--- src/rtl/alu_seq.sv ---
// alu_seq: registered multi-cycle ALU with a start/busy/done handshake.
// Single-step ops finish in 1 cycle, SHLN takes 1+n cycles and MUL takes WIDTH+1 cycles.
// Optional macro ALU_SIGNED_MUL_EN makes MUL a signed two's-complement multiply.
module alu_seq #(
  parameter int WIDTH = 8,
  parameter int CNT_W = $clog2(WIDTH)
) (
  input  logic             clk,
  input  logic             reset,
  input  logic             start,
  input  logic [2:0]       op,
  input  logic [WIDTH-1:0] alu_in_one,
  input  logic [WIDTH-1:0] alu_in_two,
  output logic             busy,
  output logic             done,
  output logic [WIDTH-1:0] alu_result,
  output logic [3:0]       alu_flags
);

  typedef enum logic [2:0] {
    OP_SHL1 = 3'b000,
    OP_ADD  = 3'b001,
    OP_SHR1 = 3'b010,
    OP_SUB  = 3'b011,
    OP_ADC  = 3'b100,
    OP_SBB  = 3'b101,
    OP_SHLN = 3'b110,
    OP_MUL  = 3'b111
  } op_t;

  typedef enum logic [1:0] {
    S_IDLE = 2'b00,
    S_RUN  = 2'b01,
    S_DONE = 2'b10
  } state_t;

  state_t state;
  state_t next_state;

  // Latched operation context for multi-cycle ops.
  logic [2:0]         op_q;
  logic [CNT_W-1:0]   cnt;
  logic [WIDTH-1:0]   acc;    // SHLN shift register, or MUL multiplicand
  logic [2*WIDTH-1:0] prod;   // MUL {partial high half, remaining multiplier bits}
`ifdef ALU_SIGNED_MUL_EN
  logic               neg_q;  // product must be negated at the end
`endif

  // FSM control strobes.
  logic accept;
  logic step;
  logic last_step;

  // Carry-in is the C flag as it stands when the op is accepted.
  logic             cin;
  logic [CNT_W-1:0] shamt;
  assign cin   = alu_flags[3];
  assign shamt = alu_in_two[CNT_W-1:0];

  // ---------------- single-step datapath ----------------
  logic [WIDTH:0]   ext_a;
  logic [WIDTH:0]   ext_b;
  logic [WIDTH:0]   ext_cin;
  logic [WIDTH:0]   wide;
  logic [WIDTH-1:0] ss_res;
  logic             ss_c;
  logic             ss_v;
  logic [3:0]       ss_flags;
  logic             a_msb;
  logic             b_msb;

  assign ext_a = {1'b0, alu_in_one};
  assign ext_b = {1'b0, alu_in_two};
  assign a_msb = alu_in_one[WIDTH-1];
  assign b_msb = alu_in_two[WIDTH-1];

  // Combinational result and flags of every op that completes in one cycle.
  always_comb begin
    ss_res  = '0;
    ss_c    = 1'b0;
    ss_v    = 1'b0;
    wide    = '0;
    ext_cin = '0;
    case (op_t'(op))
      OP_SHL1: begin
        ss_res = {alu_in_one[WIDTH-2:0], 1'b0};
        ss_c   = alu_in_one[WIDTH-1];
      end
      OP_SHR1: begin
        ss_res = {1'b0, alu_in_one[WIDTH-1:1]};
        ss_c   = alu_in_one[0];
      end
      OP_ADD, OP_ADC: begin
        ext_cin = {{WIDTH{1'b0}}, (op == OP_ADC) & cin};
        wide    = ext_a + ext_b + ext_cin;
        ss_res  = wide[WIDTH-1:0];
        ss_c    = wide[WIDTH];
        ss_v    = (a_msb == b_msb) && (wide[WIDTH-1] != a_msb);
      end
      OP_SUB, OP_SBB: begin
        ext_cin = {{WIDTH{1'b0}}, (op == OP_SBB) & cin};
        wide    = ext_a - ext_b - ext_cin;
        ss_res  = wide[WIDTH-1:0];
        ss_c    = wide[WIDTH];
        ss_v    = (a_msb != b_msb) && (wide[WIDTH-1] != a_msb);
      end
      OP_SHLN: begin
        // Only reached as a single-step op when n == 0: pass A through.
        ss_res = alu_in_one;
        ss_c   = 1'b0;
      end
      default: begin
        ss_res = '0;
      end
    endcase
    ss_flags = {ss_c, (ss_res == '0), ss_res[WIDTH-1], ss_v};
  end

  // ---------------- multi-cycle datapath ----------------
  logic [WIDTH-1:0]   shl_nxt;
  logic               shl_c;
  logic [WIDTH:0]     mul_sum;
  logic [2*WIDTH-1:0] mul_nxt;
  logic [2*WIDTH-1:0] mul_final;
  logic [WIDTH-1:0]   run_res;
  logic               run_c;
  logic               run_v;
  logic [3:0]         run_flags;
  logic [WIDTH-1:0]   a_load;
  logic [WIDTH-1:0]   b_load;
`ifdef ALU_SIGNED_MUL_EN
  logic               mul_neg;
  logic [WIDTH:0]     top_bits;
`endif

  // Operands loaded into the multiplier (magnitudes when multiplying signed).
  always_comb begin
`ifdef ALU_SIGNED_MUL_EN
    a_load  = alu_in_one[WIDTH-1] ? (~alu_in_one + 1'b1) : alu_in_one;
    b_load  = alu_in_two[WIDTH-1] ? (~alu_in_two + 1'b1) : alu_in_two;
    mul_neg = alu_in_one[WIDTH-1] ^ alu_in_two[WIDTH-1];
`else
    a_load  = alu_in_one;
    b_load  = alu_in_two;
`endif
  end

  // One SHLN shift / one MUL partial product per RUN cycle, plus final flags.
  always_comb begin
    shl_nxt   = {acc[WIDTH-2:0], 1'b0};
    shl_c     = acc[WIDTH-1];
    mul_sum   = {1'b0, prod[2*WIDTH-1:WIDTH]} + (prod[0] ? {1'b0, acc} : '0);
    mul_nxt   = {mul_sum, prod[WIDTH-1:1]};
    mul_final = mul_nxt;
    run_res   = '0;
    run_c     = 1'b0;
    run_v     = 1'b0;
`ifdef ALU_SIGNED_MUL_EN
    top_bits  = '0;
`endif
    if (op_q == OP_MUL) begin
`ifdef ALU_SIGNED_MUL_EN
      mul_final = neg_q ? (~mul_nxt + 1'b1) : mul_nxt;
      top_bits  = mul_final[2*WIDTH-1:WIDTH-1];
      run_res   = mul_final[WIDTH-1:0];
      run_c     = 1'b0;
      // Fits in signed WIDTH bits only if the upper bits are a pure sign extension.
      run_v     = !((&top_bits) || (~|top_bits));
`else
      run_res   = mul_final[WIDTH-1:0];
      run_c     = |mul_final[2*WIDTH-1:WIDTH];
      run_v     = 1'b0;
`endif
    end else begin
      run_res = shl_nxt;
      run_c   = shl_c;
      run_v   = 1'b0;
    end
    run_flags = {run_c, (run_res == '0), run_res[WIDTH-1], run_v};
  end

  // ---------------- control FSM ----------------
  // State register; reset aborts any op in flight.
  always_ff @(posedge clk) begin
    if (reset) begin
      state <= S_IDLE;
    end else begin
      state <= next_state;
    end
  end

  // Next-state decode and handshake outputs.
  always_comb begin
    next_state = state;
    busy       = 1'b0;
    done       = 1'b0;
    accept     = 1'b0;
    step       = 1'b0;
    last_step  = 1'b0;
    case (state)
      S_IDLE: begin
        if (start) begin
          accept = 1'b1;
          if ((op == OP_MUL) || ((op == OP_SHLN) && (shamt != '0))) begin
            next_state = S_RUN;
          end else begin
            next_state = S_DONE;
          end
        end
      end
      S_RUN: begin
        busy      = 1'b1;
        step      = 1'b1;
        last_step = (cnt == '0);
        if (cnt == '0) begin
          next_state = S_DONE;
        end
      end
      S_DONE: begin
        done       = 1'b1;
        next_state = S_IDLE;
      end
      default: begin
        next_state = S_IDLE;
      end
    endcase
  end

  // Operand capture, per-cycle stepping and result/flag writeback on entry to DONE.
  always_ff @(posedge clk) begin
    if (reset) begin
      op_q       <= '0;
      cnt        <= '0;
      acc        <= '0;
      prod       <= '0;
      alu_result <= '0;
      alu_flags  <= '0;
`ifdef ALU_SIGNED_MUL_EN
      neg_q      <= 1'b0;
`endif
    end else if (accept) begin
      op_q <= op;
      if (op == OP_MUL) begin
        acc  <= a_load;
        prod <= {{WIDTH{1'b0}}, b_load};
        cnt  <= CNT_W'(WIDTH - 1);
`ifdef ALU_SIGNED_MUL_EN
        neg_q <= mul_neg;
`endif
      end else if ((op == OP_SHLN) && (shamt != '0)) begin
        acc <= alu_in_one;
        cnt <= shamt - CNT_W'(1);
      end else begin
        alu_result <= ss_res;
        alu_flags  <= ss_flags;
      end
    end else if (step) begin
      cnt <= cnt - CNT_W'(1);
      if (op_q == OP_MUL) begin
        prod <= mul_nxt;
      end else begin
        acc <= shl_nxt;
      end
      if (last_step) begin
        alu_result <= run_res;
        alu_flags  <= run_flags;
      end
    end
  end

endmodule
--- config.mk ---
export PLATFORM = sky130hd
export DESIGN_NAME = alu_seq
export DESIGN_NICKNAME = d
export VERILOG_FILES = /design/src/rtl/alu_seq.sv
export SDC_FILE = /design/constraint.sdc
export NUM_CORES = 1
export LEC_CHECK = 0
export ABC_AREA = 1
export CAP_MARGIN = 10
export CORE_MARGIN = 10
export CORE_UTILIZATION = 53
export DETAILED_ROUTE_END_ITERATION = 16
export GPL_ROUTABILITY_DRIVEN = 0
export GPL_TIMING_DRIVEN = 0
export PLACE_DENSITY = 0.86
export REMOVE_ABC_BUFFERS = 1
export SLEW_MARGIN = 20
export SYNTH_ARGS = -nofsm -noshare
export SYNTH_HDL_FRONTEND = slang
export SYNTH_SLANG_ARGS = --single-unit
--- constraint.sdc ---
create_clock -name clk -period 2.6 [get_ports clk]
set_clock_uncertainty 0.15 [all_clocks]
set_input_delay 0.39 -clock clk [delete_from_list [all_inputs] [get_ports clk]]
set_output_delay 0.39 -clock clk [all_outputs]
set_load 0.005 [all_outputs]
==> summary.md, run 1 <==
| Metric | Value |
|---|---|
| Flops & latches, synth | `43` |
| Initial antenna violation count | `0` |
| Mean Syn Cell Area | `6.30 um^2` |
| Final setup viols | `0` |
| Post-synth top cells | `nand2_1, inv_1, nor2_1, nand3_1, dfxtp_1` |
| Reg clk slew, reported paths | `0.08 ns` |
| Largest net degree at the start of global routing | `42` |
| Post-Layout Cell Count | `730` |
| Synth top area share | `22.8%` |
| FILL cells | `580` |
| CTS tree | `done` |
| Hold_ws | `0.273 ns` |
| Slew HR | `26.8%` |
| Clk sink count | `43` |
| Min-Delay Path Class | `in -> reg` |
| Share of layout cells above drive strength 1 | `14.8%` |
| Die outline height | `104 um` |
| CORE AREA | `0.00687 mm^2` |
| DR WL/cell | `15.0 um` |
| Area delta synth->final | `23.4%` |
| Clk buf depth | `2` |
| Synth top area cells | `dfxtp_1, nand2_1, ha_1` |
| Status | `completed` |
| Skew-Pair Late Insertion Delay | `0.30 ns` |
| Initial Utilization | `54.9%` |
| Tcrit/Tclk final | `97.7%` |
| Pwr Total | `2.05 mW` |
| Via-per-instance ratio | `5.68` |
| GRT overflow | `0` |
| Drt first pass iters | `5` |
| FP Rows | `30` |
| Max-cap viol count | `0` |
| Post-route antenna net violation count | `0` |
| Drt drc | `0` |
| 1st-iter DRT viols | `315` |
| H-tree depth | `2` |
| Ys async rst share | `0%` |
| Input/output buffers | `35` |
| Die W | `104 um` |
| Fmax | `394 MHz` |
| Distinct cells, synth | `37` |
| Crit path time final | `2.54 ns` |
| Ys Warns | `0` |
| Peak supply drop | `0.000286 V` |
| Global-route wire length before repair | `17.0 mm` |
| Mapped cell area | `0.00377 mm^2` |
| Fin nets | `694` |
| Vias | `4149` |
| Most frequent cell after synthesis | `nand2_1` |
| Crit path kind | `reg -> reg` |
| CP Data Required Time | `2.68 ns` |
| Number of global-route vias before repair | `3860` |
| Slew @ Worst Pin | `1.10 ns` |
| Leading area contributor after synthesis | `dfxtp_1` |
| Post-Layout Inst Area | `0.00466 mm^2` |
| LEAKAGE | `2.18 nW` |
| Post-synth EDFFs | `0` |
| Die Area | `0.0109 mm^2` |
| Post-synth top flop | `dfxtp_1` |
| Seq/Total Area, Yosys | `22.8%` |
| Final HPWL DP | `7.66 mm` |
| Syn Inst Count | `599` |
| Total Wirelength | `11.0 mm` |
| Place WS | `-1.09 ns` |
| I/O pin count | `36` |
| Placed insts | `712` |
| DP Area | `0.00416 mm^2` |
| Final slew viol count | `0` |
| Hold Violations, Final | `0` |
| N_diodes | `0` |
| TritonCTS buffer count | `5` |
| Type of origin of the critical path | `flop` |
| RSZ-0062 raised after global routing | `true` |
| Critical path arrival | `2.62 ns` |
| Clock root cell | `clkbuf_8` |
| Crit-path max FO | `4` |
| Critical Path End Type | `flop` |
| Pwr dens | `441 mW/mm^2` |
| PnR worst setup slack | `0.0608 ns` |
| Overall Global Routing Usage | `17.8%` |
-- power breakdown --
| part | switching, mW | internal (mW) | total (mW) | leakage (nW) |
|---|---|---|---|---|
| combinational | 0.470 | 0.310 | 0.780 | 1.77 |
| clock | 0.231 | 0.281 | 0.512 | 0.0502 |
| sequential | 0.0454 | 0.715 | 0.760 | 0.353 |
-- routing by layer --
metal / vias up / share of wire, % / global-route usage [%]
met1: 1933 / 41 / 20.3
met3: 20 / 4.9 / 2.48
li1: 2044 / - / -
met2: 152 / 52 / 32.6
met4: 0 / 1.6 / 6.66
met5: - / 0 / 0
-- critical path, stage by stage (launching register included) --
cell      delay [ns]
dfxtp_4         0.41
nand3_4         0.09
fa_2            0.39
fa_2            0.43
nand3b_1        0.20
nand2_2         0.13
nand2_1         0.07
nand2_1         0.06
nor2_1          0.05
nor2_1          0.11
nand3_2         0.09
nor2_2          0.11
nand2_1         0.07
a21oi_2         0.12
-- registers in the layout, indices dropped and copies added (netlist names) --
register and count:
alu_result 7, alu_flags 4, cnt 3, prod 16, op_q 3, state 2
acc 8
-- path summary, 6_finish.rpt --
| path | to | slack, ns | startpoint | cells after the start |
|---|---|---|---|---|
| worst max-delay path | alu_flags[2]$_SDFFE_PP0P_ | 0.06 | alu_flags[3]$_SDFFE_PP0P_ | 13 |
| worst min-delay path | acc[0]$_SDFFE_PP0P_ | 0.27 | alu_in_one[0] | 3 |
| worst max register to register | alu_flags[2]$_SDFFE_PP0P_ | 0.06 | alu_flags[3]$_SDFFE_PP0P_ | 13 |
| worst min register to register | alu_flags[0]$_SDFFE_PP0P_ | 0.32 | alu_flags[0]$_SDFFE_PP0P_ | 2 |
-- layout by cell type, fill, tap and decap left out, drive strengths merged, types with 8 or more instances in the layout --
master | synthesis | routed
nand3b | 8 | 8
nor2 | 47 | 47
nand2 | 173 | 173
clkdlybuf4s50 | 0 | 21
inv | 87 | 86
a211oi | 16 | 16
a31oi | 14 | 14
a21oi | 37 | 37
nand3 | 45 | 45
o21ai | 39 | 40
dfxtp | 43 | 43
ha | 33 | 33
nand4 | 11 | 11
buf | 10 | 13
-- area by class of cell --
cell class	count	area, um^2	area share, %
timing repair inverter	1	5.00	0.107
timing repair buffer	44	422	9.06
clock buffer	5	68.8	1.48
tap	96	120	2.58
clock inverter	2	37.5	0.806
multi-input combinational	452	2800	60.1
inverter	87	338	7.26
sequential	43	865	18.6
-- per-stage QoR --
| step | util, % | setup TNS [ns] |
|---|---|---|
| finish | 67.8 | 0 |
| floorplan | - | -6.64 |
| global route | 67.8 | -0.160 |
| global placement | 60.5 | -56.20 |
| CTS | 63.7 | 0 |
| detailed placement | 60.6 | -34.77 |
-- cell families (layout without fill, tap and decap cells) --
family	Yosys count	in the layout	share of synthesized area, %
flops	43	43	22.8
fa+ha+maj	38	38	13.6
xor+xnor	5	5	1.16
simple gates	289	289	32.7
compound gates	119	120	18.8
buf+inv	105	139	10.9
-- what timing repair did --
item,CTS,global route
cloned,1,1
setup endpoints to repair,41,22
buffers inserted,1,8
hold buffers,0,0
pin swaps,0,19
endpoints found under the hold margin,0,0
resized for setup,42,61
(Power assumes the default switching activity.)
==> run 2, diff against run 1 <==
--- a/config.mk
+++ b/config.mk
@@ -6,7 +6,7 @@
 export NUM_CORES = 1
 export LEC_CHECK = 0
 export ABC_AREA = 1
-export CAP_MARGIN = 10
+export CAP_MARGIN = 20
 export CORE_MARGIN = 10
 export CORE_UTILIZATION = 53
 export DETAILED_ROUTE_END_ITERATION = 16
@@ -14,7 +14,6 @@
 export GPL_TIMING_DRIVEN = 0
 export PLACE_DENSITY = 0.86
 export REMOVE_ABC_BUFFERS = 1
-export SLEW_MARGIN = 20
 export SYNTH_ARGS = -nofsm -noshare
 export SYNTH_HDL_FRONTEND = slang
 export SYNTH_SLANG_ARGS = --single-unit
==> run 2 against run 1 <==
Compared with the run above: combinational power down 1%; count of clock-buffer cells in the layout grew 1; worst hold slack lost 0.0033 ns; total power is 4.6% higher; final cell count is 0.68% higher; non-clock buffer count up 5; design area up 0.27%; sequential power hardly changed; via count rose by 0.31%; register-to-register slack improved by 0.04 ns; clock power is 21% higher; sequential share of layout area hardly changed.
==> summary.md, run 2 (synthesized netlist as in run 1, its figures left out) <==
| Metric | Value |
|---|---|
| I/O pin count | `36 (unchanged)` |
| Slew HR | `27.2% (+0.45 points)` |
| Overall Global Routing Usage | `18.1% (+0.28 points)` |
| DR WL/cell | `14.7 um (-2.3%)` |
| CORE AREA | `0.00687 mm^2 (unchanged)` |
| CTS tree | `done` |
| Hold endpoint | `acc[0]$_SDFFE_PP0P_` |
| Status | `completed` |
| Die W | `104 um (unchanged)` |
| Hold Violations, Final | `0 (unchanged)` |
| Largest regs | `prod x16, acc x8, alu_result x7` |
| Crit-path max FO | `5 (+1)` |
| Seq pwr share | `35.3% (-1.7 points)` |
| Crit Reg-Reg Endpoint | `alu_flags[1]$_SDFFE_PP0P_` |
| FF-to-FF setup slack | `0.10 ns (+0.04 ns)` |
| Share of layout cells above drive strength 1 | `13.9% (-0.90 points)` |
| LEAKAGE | `2.23 nW (+2.3%)` |
| Post-Layout Inst Area | `0.00467 mm^2 (+0.27%)` |
| Commonest cells after routing, fill and taps aside | `nand2_1, inv_1, nor2_1` |
| Initial Utilization | `54.9% (unchanged)` |
| Fin nets | `698 (+0.58%)` |
| Worst-case reg-to-reg path depth | `14 (+1)` |
| Type of origin of the critical path | `primary input` |
| Peak supply drop | `0.000282 V (-1.5%)` |
| Area delta synth->final | `23.7%` |
| Reg clk slew, reported paths | `0.08 ns (about the same)` |
| Total Wirelength | `10.8 mm (-1.6%)` |
| Sw power | `734 uW (-1.6%)` |
| FILL cells | `569 (-1.9%)` |
| Pwr dens | `460 mW/mm^2 (+4.4%)` |
| Tcrit/Tclk final | `96.1% (-1.5 points)` |
| Post-route antenna net violation count | `0 (unchanged)` |
| Drt first pass iters | `5 (unchanged)` |
| Drt drc | `0 (unchanged)` |
| Max-cap viol count | `0 (unchanged)` |
| Final HPWL DP | `7.74 mm (+1.1%)` |
| Vias | `4162 (+0.31%)` |
| Largest net degree at the start of global routing | `26 (-38%)` |
| Die outline height | `104 um (unchanged)` |
| Fmax | `400 MHz (+1.6%)` |
| Critical Path End Type | `flop` |
| CP Data Required Time | `2.59 ns (-0.09 ns)` |
| TritonCTS buffer count | `5 (unchanged)` |
| Number of global-route vias before repair | `3860 (unchanged)` |
| Fin util | `68.0% (+0.18 points)` |
| P_int | `1.41 mW (+8.2%)` |
| Min-Delay Path Class | `in -> reg` |
| Final setup viols | `0 (unchanged)` |
| Final slew viol count | `0 (unchanged)` |
| Placed insts | `713 (+0.14%)` |
| Clock root cell | `clkbuf_8` |
| Crit path time final | `2.50 ns (-0.0395 ns)` |
| Post-Layout Cell Count | `735 (+0.68%)` |
| GRT overflow | `0 (unchanged)` |
| Clock power frac | `28.7% (+3.8 points)` |
| FP Rows | `30 (unchanged)` |
| Input/output buffers | `35 (unchanged)` |
| H-tree depth | `2 (unchanged)` |
| RSZ-0062 raised after global routing | `true` |
| Sw Ratio | `34.2% (-2.2 points)` |
| Commonest non-fill, non-tap cell in the layout | `nand2_1` |
| Clk sink count | `43 (unchanged)` |
| HP Start | `alu_in_one[0]` |
| Post-CTS Hold Buffers | `0 (unchanged)` |
| Largest register FFs | `16 (unchanged)` |
| Critical path arrival | `2.49 ns (-0.13 ns)` |
| Via-per-instance ratio | `5.66 (-0.37%)` |
| Final TNS setup | `0 ns (unchanged)` |
| Biggest register | `prod` |
| 1st-iter DRT viols | `393 (+25%)` |
| N_diodes | `0 (unchanged)` |
| Cell count of the worst hold path | `3 (unchanged)` |
| Slew @ Worst Pin | `1.09 ns (-0.00506 ns)` |
| DP Area | `0.00417 mm^2 (+0.24%)` |
| Pwr Total | `2.15 mW (+4.6%)` |
| Crit path kind | `in -> reg` |
| Die Area | `0.0109 mm^2 (unchanged)` |
| Global-route wire length before repair | `17.1 mm (+0.85%)` |
| Reg2reg start | `alu_flags[3]$_SDFFE_PP0P_` |
| Initial antenna violation count | `0 (unchanged)` |
| Skew-Pair Late Insertion Delay | `0.30 ns (about the same)` |
| Clk buf depth | `2 (unchanged)` |
| Combinational share of power | `35.9% (-2.1 points)` |
## run 2: changes by cell type in the layout (fill, tap and decap cells not counted), sizes merged
cell,before,now
buf,13,17
clkbuf,5,7
dlymetal6s2s,5,7
bufinv,1,2
clkdlybuf4s50,21,20
clkinvlp,3,2
dlygate4sd2,5,4
o21ai,40,39
## run 2: layout make-up
cell class / instances / area [um^2] / share of cell area [%]
clock buffer: 6 / 72.6 / 1.55
clock inverter: 2 / 60.1 / 1.29
inverter: 87 / 335 / 7.18
multi-input combinational: 451 / 2750 / 58.9
sequential: 43 / 865 / 18.5
tap: 96 / 120 / 2.57
timing repair buffer: 49 / 460 / 9.86
timing repair inverter: 1 / 5.00 / 0.107
## run 2: per-layer routing
metal  global-route usage (%)  up-vias  part of all wire (%)
met3                     2.60       28                   5.6
met1                     20.2     1922                    41
li1                         -     2047                     -
met4                     7.95        0                   3.1
met5                        0        -                     0
met2                     33.1      165                    50
## run 2: worst max-delay path: stages
cell and delay, ns:
clkdlybuf4s50_1 0.51, ha_4 0.33, inv_2 0.06, ha_4 0.28, nand2_1 0.09, nor2_2 0.13, nand2_2 0.08, nand2_1 0.06
nand2_1 0.07, nand3_1 0.11, nand3b_1 0.13, o21bai_1 0.15, a21oi_1 0.08
## run 2: worst max-delay path by stage
stage	start	endpoint	slack [ns]	depth (start not counted)
after floorplan	start	prod[6]$_SDFFE_PP0P_	-0.34	7
after global placement	start	prod[5]$_SDFFE_PP0P_	-1.63	8
after detailed placement	start	prod[2]$_SDFFE_PP0P_	-1.00	8
after CTS	alu_in_two[1]	alu_flags[3]$_SDFFE_PP0P_	0.0001	11
after global routing	op[1]	alu_flags[1]$_SDFFE_PP0P_	-0.06	16
final	alu_in_two[4]	alu_flags[1]$_SDFFE_PP0P_	0.10	13
## run 2: timing repair
action | 4_1_cts | 5_1_grt
cloned | 1 | 0
buffers inserted | 1 | 12
resized for setup | 41 | 47
setup endpoints to repair | 41 | 22
pin swaps | 0 | 8
## run 2: per-stage QoR
step	setup WS (ns)	hold slack, ns
floorplan	-0.337	0.283
global placement	-1.63	0.301
detailed placement	-1.00	0.316
CTS	0.000127	0.327
global route	-0.0574	0.279
finish	0.100	0.270
## run 2: power groups by stage
stage | Clock (mW) | Combinational (mW) | Sequential (mW)
floorplan | 0 | 0.440 | 0.760
global placement | 0 | 0.631 | 0.768
detailed placement | 0 | 0.653 | 0.769
CTS | 0.614 | 0.691 | 0.755
global route | 0.644 | 0.854 | 0.765
finish | 0.617 | 0.772 | 0.759
